==> src/rtl/cru_pkg.sv <==
// Shared constants for the CRU-mapped flag register / interrupt controller.
package cru_pkg;

  localparam logic [3:0]  BST_INTA = 4'b0101;
  localparam int unsigned FLAG_OFS = 0;
  localparam int unsigned MASK_OFS = 16;
  localparam int unsigned PEND_OFS = 24;
  localparam int unsigned WIN_BITS = 32;
  localparam int unsigned MAX_NCH  = 8;

endpackage

==> src/rtl/irq_channel.sv <==
// One interrupt channel: rising-edge latch into pending, CRU-writable mask.
// A new edge always beats a clear in the same cycle so no request is lost.
module irq_channel #(
  parameter logic MASK_RST = 1'b1
) (
  input  logic clk_25mhz,
  input  logic reset,
  input  logic irq_in,
  input  logic mask_we,
  input  logic mask_wd,
  input  logic pend_clr,
  output logic pending,
  output logic mask
);

  logic irq_d;
  logic rise;

  assign rise = irq_in & ~irq_d;

  // irq_d tracks the input even in reset so a level held across release is not an edge
  always_ff @(posedge clk_25mhz) begin
    irq_d <= irq_in;
    if (reset) begin
      pending <= 1'b0;
      mask    <= MASK_RST;
    end else begin
      if (rise)          pending <= 1'b1;
      else if (pend_clr) pending <= 1'b0;
      if (mask_we)       mask    <= mask_wd;
    end
  end

endmodule

==> src/rtl/cru_intc.sv <==
// CRU flag register plus NCH-channel edge-latched, priority-encoded interrupt controller.
// Define CRU_INTC_PASSTHRU_EN to OR the raw masked irq_in into int_o/int_lvl (zero latency).
module cru_intc
  import cru_pkg::*;
#(
  parameter int unsigned     NCH      = 4,
  parameter logic [15:0]     BASE     = 16'h1EC0,
  parameter int unsigned     LVL_BASE = 4,
  parameter logic [NCH-1:0]  MASK_RST = {NCH{1'b1}}
) (
  input  logic           clk_25mhz,
  input  logic           reset,
  input  logic [15:0]    cab,
  input  logic           cruout,
  input  logic           cruclk,
  input  logic [3:0]     bst,
  input  logic [NCH-1:0] irq_in,
  output logic           cru_sel,
  output logic           cruin_o,
  output logic           int_o,
  output logic [3:0]     int_lvl,
  output logic [15:0]    flag_o
);

  localparam int unsigned IDX_W = $clog2(WIN_BITS);

  logic             cruclk_d;
  logic             wr;
  logic [IDX_W-1:0] idx;
  logic [15:0]      flag;
  logic [NCH-1:0]   mask;
  logic [NCH-1:0]   pend;
  logic [NCH-1:0]   mask_we;
  logic [NCH-1:0]   pend_clr;
  logic [NCH-1:0]   act;
  logic [NCH-1:0]   req;
  logic             cab_unused;

  assign cab_unused = cab[0];
  assign cru_sel    = (cab[15:6] == BASE[15:6]);
  assign idx        = cab[5:1];
  assign wr         = cru_sel & cruclk_d & ~cruclk;
  assign flag_o     = flag;

  // cruclk falling-edge detect and flag register writes
  always_ff @(posedge clk_25mhz) begin
    if (reset) begin
      cruclk_d <= 1'b0;
      flag     <= '0;
    end else begin
      cruclk_d <= cruclk;
      if (wr && idx < IDX_W'(MASK_OFS)) flag[idx[3:0]] <= cruout;
    end
  end

  for (genvar k = 0; k < NCH; k++) begin : g_ch
    assign mask_we[k]  = wr && (idx == IDX_W'(MASK_OFS + k));
    assign pend_clr[k] = (wr && cruout && (idx == IDX_W'(PEND_OFS + k)))
                       || ((bst == BST_INTA) && (cab[5:2] == 4'(LVL_BASE + k)));

    irq_channel #(.MASK_RST(MASK_RST[k])) u_ch (
      .clk_25mhz (clk_25mhz),
      .reset     (reset),
      .irq_in    (irq_in[k]),
      .mask_we   (mask_we[k]),
      .mask_wd   (cruout),
      .pend_clr  (pend_clr[k]),
      .pending   (pend[k]),
      .mask      (mask[k])
    );
  end

  // CRU read mux; unmapped bits and out-of-window addresses read as 1
  always_comb begin
    cruin_o = 1'b1;
    if (cru_sel) begin
      if (idx < IDX_W'(MASK_OFS)) cruin_o = flag[idx[3:0]];
      for (int k = 0; k < NCH; k++) begin
        if (idx == IDX_W'(MASK_OFS + k)) cruin_o = mask[k];
        if (idx == IDX_W'(PEND_OFS + k)) cruin_o = pend[k];
      end
    end
  end

  assign act = pend & mask;
`ifdef CRU_INTC_PASSTHRU_EN
  assign req = act | (irq_in & mask);
`else
  assign req = act;
`endif
  assign int_o = |req;

  // lowest channel wins: scan downward so the last hit is the lowest k
  always_comb begin
    int_lvl = '0;
    for (int k = NCH - 1; k >= 0; k--) begin
      if (req[k]) int_lvl = 4'(LVL_BASE + 32'(k));
    end
  end

endmodule
==> config.mk <==
export PLATFORM = sky130hd
export DESIGN_NAME = cru_intc
export DESIGN_NICKNAME = d
export VERILOG_FILES = /design/src/rtl/cru_pkg.sv /design/src/rtl/irq_channel.sv /design/src/rtl/cru_intc.sv
export SDC_FILE = /design/constraint.sdc
export NUM_CORES = 1
export LEC_CHECK = 0
export ABC_AREA = 1
export CELL_PAD_IN_SITES_DETAIL_PLACEMENT = 0
export CELL_PAD_IN_SITES_GLOBAL_PLACEMENT = 2
export CORE_UTILIZATION = 26
export CTS_BUF_LIST = sky130_fd_sc_hd__clkbuf_4 sky130_fd_sc_hd__clkbuf_8
export CTS_CLUSTER_DIAMETER = 80
export DETAILED_ROUTE_END_ITERATION = 6
export PLACE_DENSITY_LB_ADDON = 0.1
export SLEW_MARGIN = 20
export SYNTH_ARGS = -nofsm -noshare
export SYNTH_HDL_FRONTEND = slang
export SYNTH_HIERARCHICAL = 1
export SYNTH_SLANG_ARGS = --single-unit
==> constraint.sdc <==
create_clock -name clk_25mhz -period 3.35 [get_ports clk_25mhz]
set_clock_uncertainty 0.15 [all_clocks]
set_input_delay 0.67 -clock clk_25mhz [delete_from_list [all_inputs] [get_ports clk_25mhz]]
set_output_delay 0.67 -clock clk_25mhz [all_outputs]
set_load 0.05 [all_outputs]
==> impl_metrics.toml, run 1 <==
[synth]
synth.mux.area_fraction_pct = 0
netlist.top_cell.by_area = "sky130_fd_sc_hd__dfxtp_1"
yosysTopAreaCellShare_pct = 35.7
post_synth_fa_ha_maj_area_fraction_pct = 0
cell_count_after_synthesis = 252
synth.lib_cells_used.distinct = 29
synth-warning-count = 6
synth_edf_count = 0
yosys.area_share.simple_pct = 36.3
ys_async_sr_fraction_pct = 0
synth.top_cells.by_area = "sky130_fd_sc_hd__dfxtp_1 (36%), sky130_fd_sc_hd__nand2_1 (14%), sky130_fd_sc_hd__nor2_1 (11%), sky130_fd_sc_hd__inv_1 (8.5%), sky130_fd_sc_hd__a211oi_1 (7.4%)"
yosys.cell_count.top_type = "sky130_fd_sc_hd__nand2_1"
synth.avg_cell_area_sq_um = 6.45
dominant_combinational_cell_family_by_area_after_synthesis = "simple AND/OR/NAND/NOR gates"
synth.cell_area_sq_um = 1630
syn_nets = 280
synth.ff_latch_count = 29
synthTopCellsByCount = "sky130_fd_sc_hd__nand2_1 (61), sky130_fd_sc_hd__nor2_1 (47), sky130_fd_sc_hd__inv_1 (37), sky130_fd_sc_hd__dfxtp_1 (29), sky130_fd_sc_hd__a211oi_1 (16)"
ys.flop_type = "sky130_fd_sc_hd__dfxtp_1"
synth-xor-area-share_pct = 0
seq_area_frac_synth_pct = 35.7
synth-compound-area-share_pct = 16.2

[cts]
worst_skew_pair_later_pin_latency_ps = 280
h-tree-depth = 2
tritoncts = "yes"
cts-buffers-inserted = 5
cts_root_buffer = "sky130_fd_sc_hd__clkbuf_8"
cts_hold_bufs = 0
count_of_clock_tree_sinks = 29
worst_setup_hold_path_clk_slew_ps = 70
cts_buffer_depth = 2

[placement]
gp_congestion = 0.767
dp_hpwl_um = 3790
dp_worst_setup_slack_ps = 38.4
i_o_buffers = 48

[routing]
vias_per_cell = 4.43
drc = 0
wl_cell_um = 12.5
first_pass_iters = 4
routed-via-count = 1732
detail-route-antenna-nets = 0
drt-total-wl_um = 4880
drt_first_iter_violations = 62

[final_layout]
drive_gt1_share_pct = 12.7
growth_of_design_area_from_synthesis_to_finish_pct = 47.7
antennaDiodeCount = 0
design.final.nets = 343

[worst_setup_path]
worst_ep_arrival_time_ps = 2360
worstPathMaxFanout = 5
timing_worst_setup_path_type = "input port to primary output"
end_kind = "primary output"
critical_path_source_type = "input port"
required_ps = 2530

[timing]
achievable-frequency_mhz = 314
fin_crit_sh_pct = 95.1
setup_viol_count_final = 0
period_needed_ps = 3180
slew-limit-headroom_pct = 29.5
post-route-worst-setup-slack_ps = 165
unrepaired_setup_endpoints_after_global_routing = "false"
timing.final.hold_violations = 0
transition_time_at_the_pin_with_the_least_slew_margin_ps = 1050
setup_tns_ps = 0
hold_ws_ps = 327
slew_violations = 0

[job]
cap_violations = 0

[floorplan]
num_io_pins = 51
core.rowCount = 28
die_width_um = 81.1
chipHeight_um = 81.1
core_box_area_sq_um = 5990
fp.dieArea_sq_um = 6570
starting_density_of_the_core_pct = 27.1

[status]
outcome = "complete, no violations"

[global_routing]
pin_count_of_the_biggest_net_entering_global_routing = 25
antenna_found_initial = 0
grt_pass1_vias = 1607
grt-ovfl-total = 0
track_usage_pct = 15.8
first_pass_grt_wire_length_um = 7770

[pwr]
power.combinational.fraction_pct = 16.1
power.internal_mw = 0.653
net-switching-power_mw = 0.226
p_leak_nw = 1.03
power.density_nw_per_um2 = 366
power_frac_clock_pct = 43.6
power.sequential.fraction_pct = 40.3
switching_share_pct = 25.7
largest_vdd_supply_drop_uv = 191

[hold_path]
hold_path.class = "flip-flop to flip-flop"
## logic make-up after synthesis
logic type | after synthesis
other | 1
AO/OA/AOI/OAI | 38
buffers and inverters | 45
AND/OR/NAND/NOR | 139
flip-flops | 29
## power groups by stage
stage / Combinational, mW / Clock [mW] / Sequential [mW]
global route: 0.153 / 0.416 / 0.355
CTS: 0.142 / 0.397 / 0.354
global placement: 0.141 / 0 / 0.362
finish: 0.141 / 0.383 / 0.355
floorplan: 0.0707 / 0 / 0.361
detailed placement: 0.141 / 0 / 0.362
## layer usage
metal | up-vias | global-route usage [%] | share of wire, %
met1 | 744 | 21.8 | 52
met4 | 0 | 4.29 | 0.78
met2 | 45 | 24.1 | 41
li1 | 939 | - | -
met3 | 4 | 4.16 | 5.6
met5 | - | 0 | 0
## metrics by stage
step,area (sq um),total power [mW],cells,utilization [%]
finish,2400,0.879,391,40.1
global route,2400,0.924,391,40.1
CTS,2390,0.893,391,39.9
detailed placement,2270,0.504,383,37.9
global placement,2270,0.504,383,37.9
floorplan,1630,0.432,252,-
## state kept, by name (all words and copies together) (netlist names)
name,count
g_ch.u_ch/irq_d,4
cruclk_d,1
g_ch.u_ch/mask,4
g_ch.u_ch/pending,4
flag_o,16
## layout make-up
type                            instances  area, sq um
Fill cell                             654         3590
Multi-Input combinational cell        178          862
Timing Repair Buffer                   62          598
Sequential cell                        29          581
Inverter                               39          146
Tap cell                               75         93.8
Clock buffer                            6         82.6
Clock inverter                          2         37.5
## path summary, 6_finish.rpt
| kind | startpoint | endpoint | slack, ps | cells after the start |
|---|---|---|---|---|
| hold reg to reg | g_ch[2].u_ch/pending$_SDFFE_PP0P_ | g_ch[2].u_ch/pending$_SDFFE_PP0P_ | 330 | 2 |
| hold / removal | g_ch[2].u_ch/pending$_SDFFE_PP0P_ | g_ch[2].u_ch/pending$_SDFFE_PP0P_ | 330 | 2 |
| setup reg to reg | cruclk_d$_SDFF_PP0_ | g_ch[0].u_ch/pending$_SDFFE_PP0P_ | 1880 | 7 |
| setup / recovery | cab[3] | cruin_o | 170 | 9 |
## worst max-delay path: stages
cell and delay (ps):
sky130_fd_sc_hd__clkdlybuf4s50_1 480, sky130_fd_sc_hd__nor2_1 190, sky130_fd_sc_hd__nand2_1 170, sky130_fd_sc_hd__or3_1 370, sky130_fd_sc_hd__nand3_1 90, sky130_fd_sc_hd__nand2_1 60, sky130_fd_sc_hd__nand3_1 80, sky130_fd_sc_hd__nand2_1 90
sky130_fd_sc_hd__buf_12 160
## repair_timing
item / CTS / global route
setup endpoints to repair: 0 / 1
resized for setup: 0 / 6
buffers inserted: 0 / 0
## placed cells by master, fill, tap and decap left out, types with 6 or more instances in the layout
master	synthesis	layout
sky130_fd_sc_hd__a211oi_1	16	16
sky130_fd_sc_hd__buf_4	1	15
sky130_fd_sc_hd__clkbuf_8	0	6
sky130_fd_sc_hd__clkdlybuf4s50_1	0	44
sky130_fd_sc_hd__dfxtp_1	29	29
sky130_fd_sc_hd__inv_1	37	35
sky130_fd_sc_hd__nand2_1	61	61
sky130_fd_sc_hd__nand3_1	8	8
sky130_fd_sc_hd__nor2_1	47	45
sky130_fd_sc_hd__nor3_1	8	8
No activity file was read; power rests on OpenSTA's default activity.
==> run 2: changes to the inputs <==
--- a/config.mk
+++ b/config.mk
@@ -5,10 +5,9 @@
 export SDC_FILE = /design/constraint.sdc
 export NUM_CORES = 1
 export LEC_CHECK = 0
-export ABC_AREA = 1
 export CELL_PAD_IN_SITES_DETAIL_PLACEMENT = 0
 export CELL_PAD_IN_SITES_GLOBAL_PLACEMENT = 2
-export CORE_UTILIZATION = 26
+export CORE_UTILIZATION = 27
 export CTS_BUF_LIST = sky130_fd_sc_hd__clkbuf_4 sky130_fd_sc_hd__clkbuf_8
 export CTS_CLUSTER_DIAMETER = 80
 export DETAILED_ROUTE_END_ITERATION = 6
==> constraint.sdc (replaced) <==
create_clock -name clk_25mhz -period 3.1 [get_ports clk_25mhz]
set_clock_uncertainty 0.15 [all_clocks]
set_input_delay 0.62 -clock clk_25mhz [delete_from_list [all_inputs] [get_ports clk_25mhz]]
set_output_delay 0.62 -clock clk_25mhz [all_outputs]
set_load 0.05 [all_outputs]
==> run 2 against run 1 <==
  * Count of clock-buffer cells in the layout up 1
  * Final cell count down 20%
  * Worst hold slack better by 12 ps
  * Via count down 13%
  * Flip-flop and latch count unchanged
  * Register-to-register slack worse by 560 ps
  * Synthesized cell count down 28%
  * Sequential share of layout area up 0.16 points
  * Core utilization up 2.4 points
  * Global-route usage down 0.89 points
  * Final area down 0.68%
  * Sequential power up 8.5%
  * Critical path type unchanged
  * Critical endpoint unchanged
  * Largest cell class unchanged
==> impl_metrics.toml, run 2 <==
[status]
outcome = "complete, no violations"

[final_layout]
mostFrequentLayoutCells = "sky130_fd_sc_hd__clkdlybuf4s50_1 (43), sky130_fd_sc_hd__dfxtp_1 (29), sky130_fd_sc_hd__nor2_1 (20), sky130_fd_sc_hd__mux2i_1 (18), sky130_fd_sc_hd__buf_4 (16)"
growth_of_design_area_from_synthesis_to_finish_pct = 48.7
drive_gt1_share_pct = 16.7
antennaDiodeCount = 0
fillCellCount = 567
flip_flop_count_of_the_largest_register_after_layout = 16
area_occupied_by_multi_input_gates_sq_um = 967
design.final.nets = 266
fin_util_pct = 42.5
final_design_area_no_fill_sq_um = 2380
sequential_cell_area_sq_um = 581
layout.cells.most_common = "sky130_fd_sc_hd__clkdlybuf4s50_1"

[cts]
worst_skew_pair_later_pin_latency_ps = 280
cts_root_buffer = "sky130_fd_sc_hd__clkbuf_8"
tritoncts = "yes"
worst_setup_hold_path_clk_slew_ps = 60
count_of_clock_tree_sinks = 29
cts_hold_bufs = 0
h-tree-depth = 2
cts_buffer_depth = 2
cts-buffers-inserted = 5

[synth]
synth.lib_cells_used.distinct = 39
yosys.cell_count.top_type = "sky130_fd_sc_hd__dfxtp_1"
syn_nets = 209
synth.cell_area_sq_um = 1600
post_synth_fa_ha_maj_area_fraction_pct = 0
cell_count_after_synthesis = 181
synthTopCellsByCount = "sky130_fd_sc_hd__dfxtp_1 (29), sky130_fd_sc_hd__nor2_1 (21), sky130_fd_sc_hd__mux2i_1 (18), sky130_fd_sc_hd__nand2_1 (13), sky130_fd_sc_hd__nand3_1 (13)"
synth-compound-area-share_pct = 11.0
yosysTopAreaCellShare_pct = 36.2
dominant_combinational_cell_family_by_area_after_synthesis = "simple AND/OR/NAND/NOR gates"
synth.ff_latch_count = 29
synth_edf_count = 0
synth-warning-count = 6
yosys.area_share.simple_pct = 30.1
synth.mux.area_fraction_pct = 17.3
synth-xor-area-share_pct = 0
seq_area_frac_synth_pct = 36.2
ys_async_sr_fraction_pct = 0
ys.flop_type = "sky130_fd_sc_hd__dfxtp_1"
netlist.top_cell.by_area = "sky130_fd_sc_hd__dfxtp_1"
synth.avg_cell_area_sq_um = 8.86
synth.top_cells.by_area = "sky130_fd_sc_hd__dfxtp_1 (36%), sky130_fd_sc_hd__mux2i_1 (11%), sky130_fd_sc_hd__nor2_1 (4.9%), sky130_fd_sc_hd__nand3_1 (4.1%), sky130_fd_sc_hd__nor2b_1 (3.9%)"

[routing]
routed-via-count = 1512
detail-route-antenna-nets = 0
drt-total-wl_um = 4560
drc = 0
first_pass_iters = 4
vias_per_cell = 4.86
drt_first_iter_violations = 54
wl_cell_um = 14.6

[placement]
dpl_cell_area_sq_um = 2220
dp_hpwl_um = 3370
gp_congestion = 0.793
i_o_buffers = 48

[floorplan]
num_io_pins = 51
fp.dieArea_sq_um = 6250
core_box_area_sq_um = 5610
core.rowCount = 27
starting_density_of_the_core_pct = 28.6
die_width_um = 79.1
chipHeight_um = 79.1

[worst_setup_path]
required_ps = 2330
worstPathMaxFanout = 2
worst_ep_arrival_time_ps = 2260
end_kind = "primary output"
timing_worst_setup_path_type = "input port to primary output"
critical_path_source_type = "input port"

[timing]
fin_crit_sh_pct = 97.7
setup_tns_ps = 0
slew_violations = 0
slew-limit-headroom_pct = 62.5
setup_viol_count_final = 0
achievable-frequency_mhz = 330
unrepaired_setup_endpoints_after_global_routing = "false"
period_needed_ps = 3030
timing.final.hold_violations = 0
transition_time_at_the_pin_with_the_least_slew_margin_ps = 562

[global_routing]
track_usage_pct = 14.9
grt_pass1_vias = 1434
grt-ovfl-total = 0
pin_count_of_the_biggest_net_entering_global_routing = 17
antenna_found_initial = 0
first_pass_grt_wire_length_um = 7110

[pwr]
power.density_nw_per_um2 = 400
largest_vdd_supply_drop_uv = 225
report.power.total_mw = 0.954
p_leak_nw = 1.03

[hold_path]
hold_path.class = "flip-flop to flip-flop"

[job]
cap_violations = 0
[run 2: cell types whose count changed in the layout (fill, tap and decap cells not counted), moves of 4 or more]
cell / delta
sky130_fd_sc_hd__a211o_1: +4
sky130_fd_sc_hd__nor2b_1: +10
sky130_fd_sc_hd__mux2i_1: +18
sky130_fd_sc_hd__nor2_2: -4
sky130_fd_sc_hd__nand2_1: -48
sky130_fd_sc_hd__nor2_1: -25
sky130_fd_sc_hd__a211oi_1: -16
sky130_fd_sc_hd__nand2b_1: +8
sky130_fd_sc_hd__o21ai_1: -4
sky130_fd_sc_hd__nor3_1: -6
sky130_fd_sc_hd__inv_1: -33
sky130_fd_sc_hd__nand3_1: +5
sky130_fd_sc_hd__a21oi_2: -4
[run 2: metal layers]
metal | vias up | routed length (um) | global-route usage (%)
met5 | - | 0 | 0
met4 | 0 | 51 | 4.91
met3 | 5 | 281 | 4.14
met2 | 50 | 1970 | 21.9
met1 | 692 | 2250 | 20.8
li1 | 765 | - | -
[run 2: critical path, stage by stage]
cell                              delay, ps
sky130_fd_sc_hd__clkdlybuf4s50_1        490
sky130_fd_sc_hd__mux4_2                 310
sky130_fd_sc_hd__a2111oi_2              390
sky130_fd_sc_hd__a32o_2                 190
sky130_fd_sc_hd__a31oi_1                 70
sky130_fd_sc_hd__buf_4                  200
[run 2: cell type report]
cell class / instances / area share [%]
clock buffer: 7 / 3.78
tap: 72 / 3.78
timing repair buffer: 64 / 25.7
sequential: 29 / 24.3
inverter: 3 / 0.630
multi-input combinational: 135 / 40.6
clock inverter: 1 / 1.26
[run 2: timing repair]
item / 4_1_cts / 5_1_grt
gates resized for setup: 5 / 10
pin swaps: 0 / 1
buffers inserted: 0 / 1
cloned: 0 / 0
hold endpoints to repair: 0 / 0
setup endpoints to repair: 1 / 1
[run 2: report_power, final]
group / internal [mW] / switching [mW]
clock network: 0.270 / 0.143
registers: 0.380 / 0.00528
logic: 0.0716 / 0.0836
total: 0.722 / 0.232
[run 2: path summary, 6_finish.rpt]
kind / from / slack, ps / end / cells past startpoint
hold reg to reg: g_ch[2].u_ch/irq_d$_DFF_P_ / 340 / g_ch[2].u_ch/pending$_SDFFE_PP0P_ / 2
setup / recovery: cab[2] / 70 / cruin_o / 6
hold / removal: g_ch[2].u_ch/irq_d$_DFF_P_ / 340 / g_ch[2].u_ch/pending$_SDFFE_PP0P_ / 2
setup reg to reg: cruclk_d$_SDFF_PP0_ / 1320 / flag_o[11]$_SDFFE_PP0P_ / 5
[run 2: cells by family (layout without fill, tap and decap cells)]
family | after synthesis | count (layout)
flip-flops | 29 | 29
AND/OR/NAND/NOR | 86 | 86
other | 1 | 1
AO/OA/AOI/OAI | 25 | 25
multiplexers | 23 | 23
buffers and inverters | 17 | 75
[run 2: per-stage QoR]
stage,worst slack [ps],hold WS (ps),std cells
3_3_place_gp,-395,329,302
6_report,70.7,339,311
2_1_floorplan,65.9,311,181
3_5_place_dp,-374,329,302
5_1_grt,11.9,373,311
4_1_cts,3.31,341,310
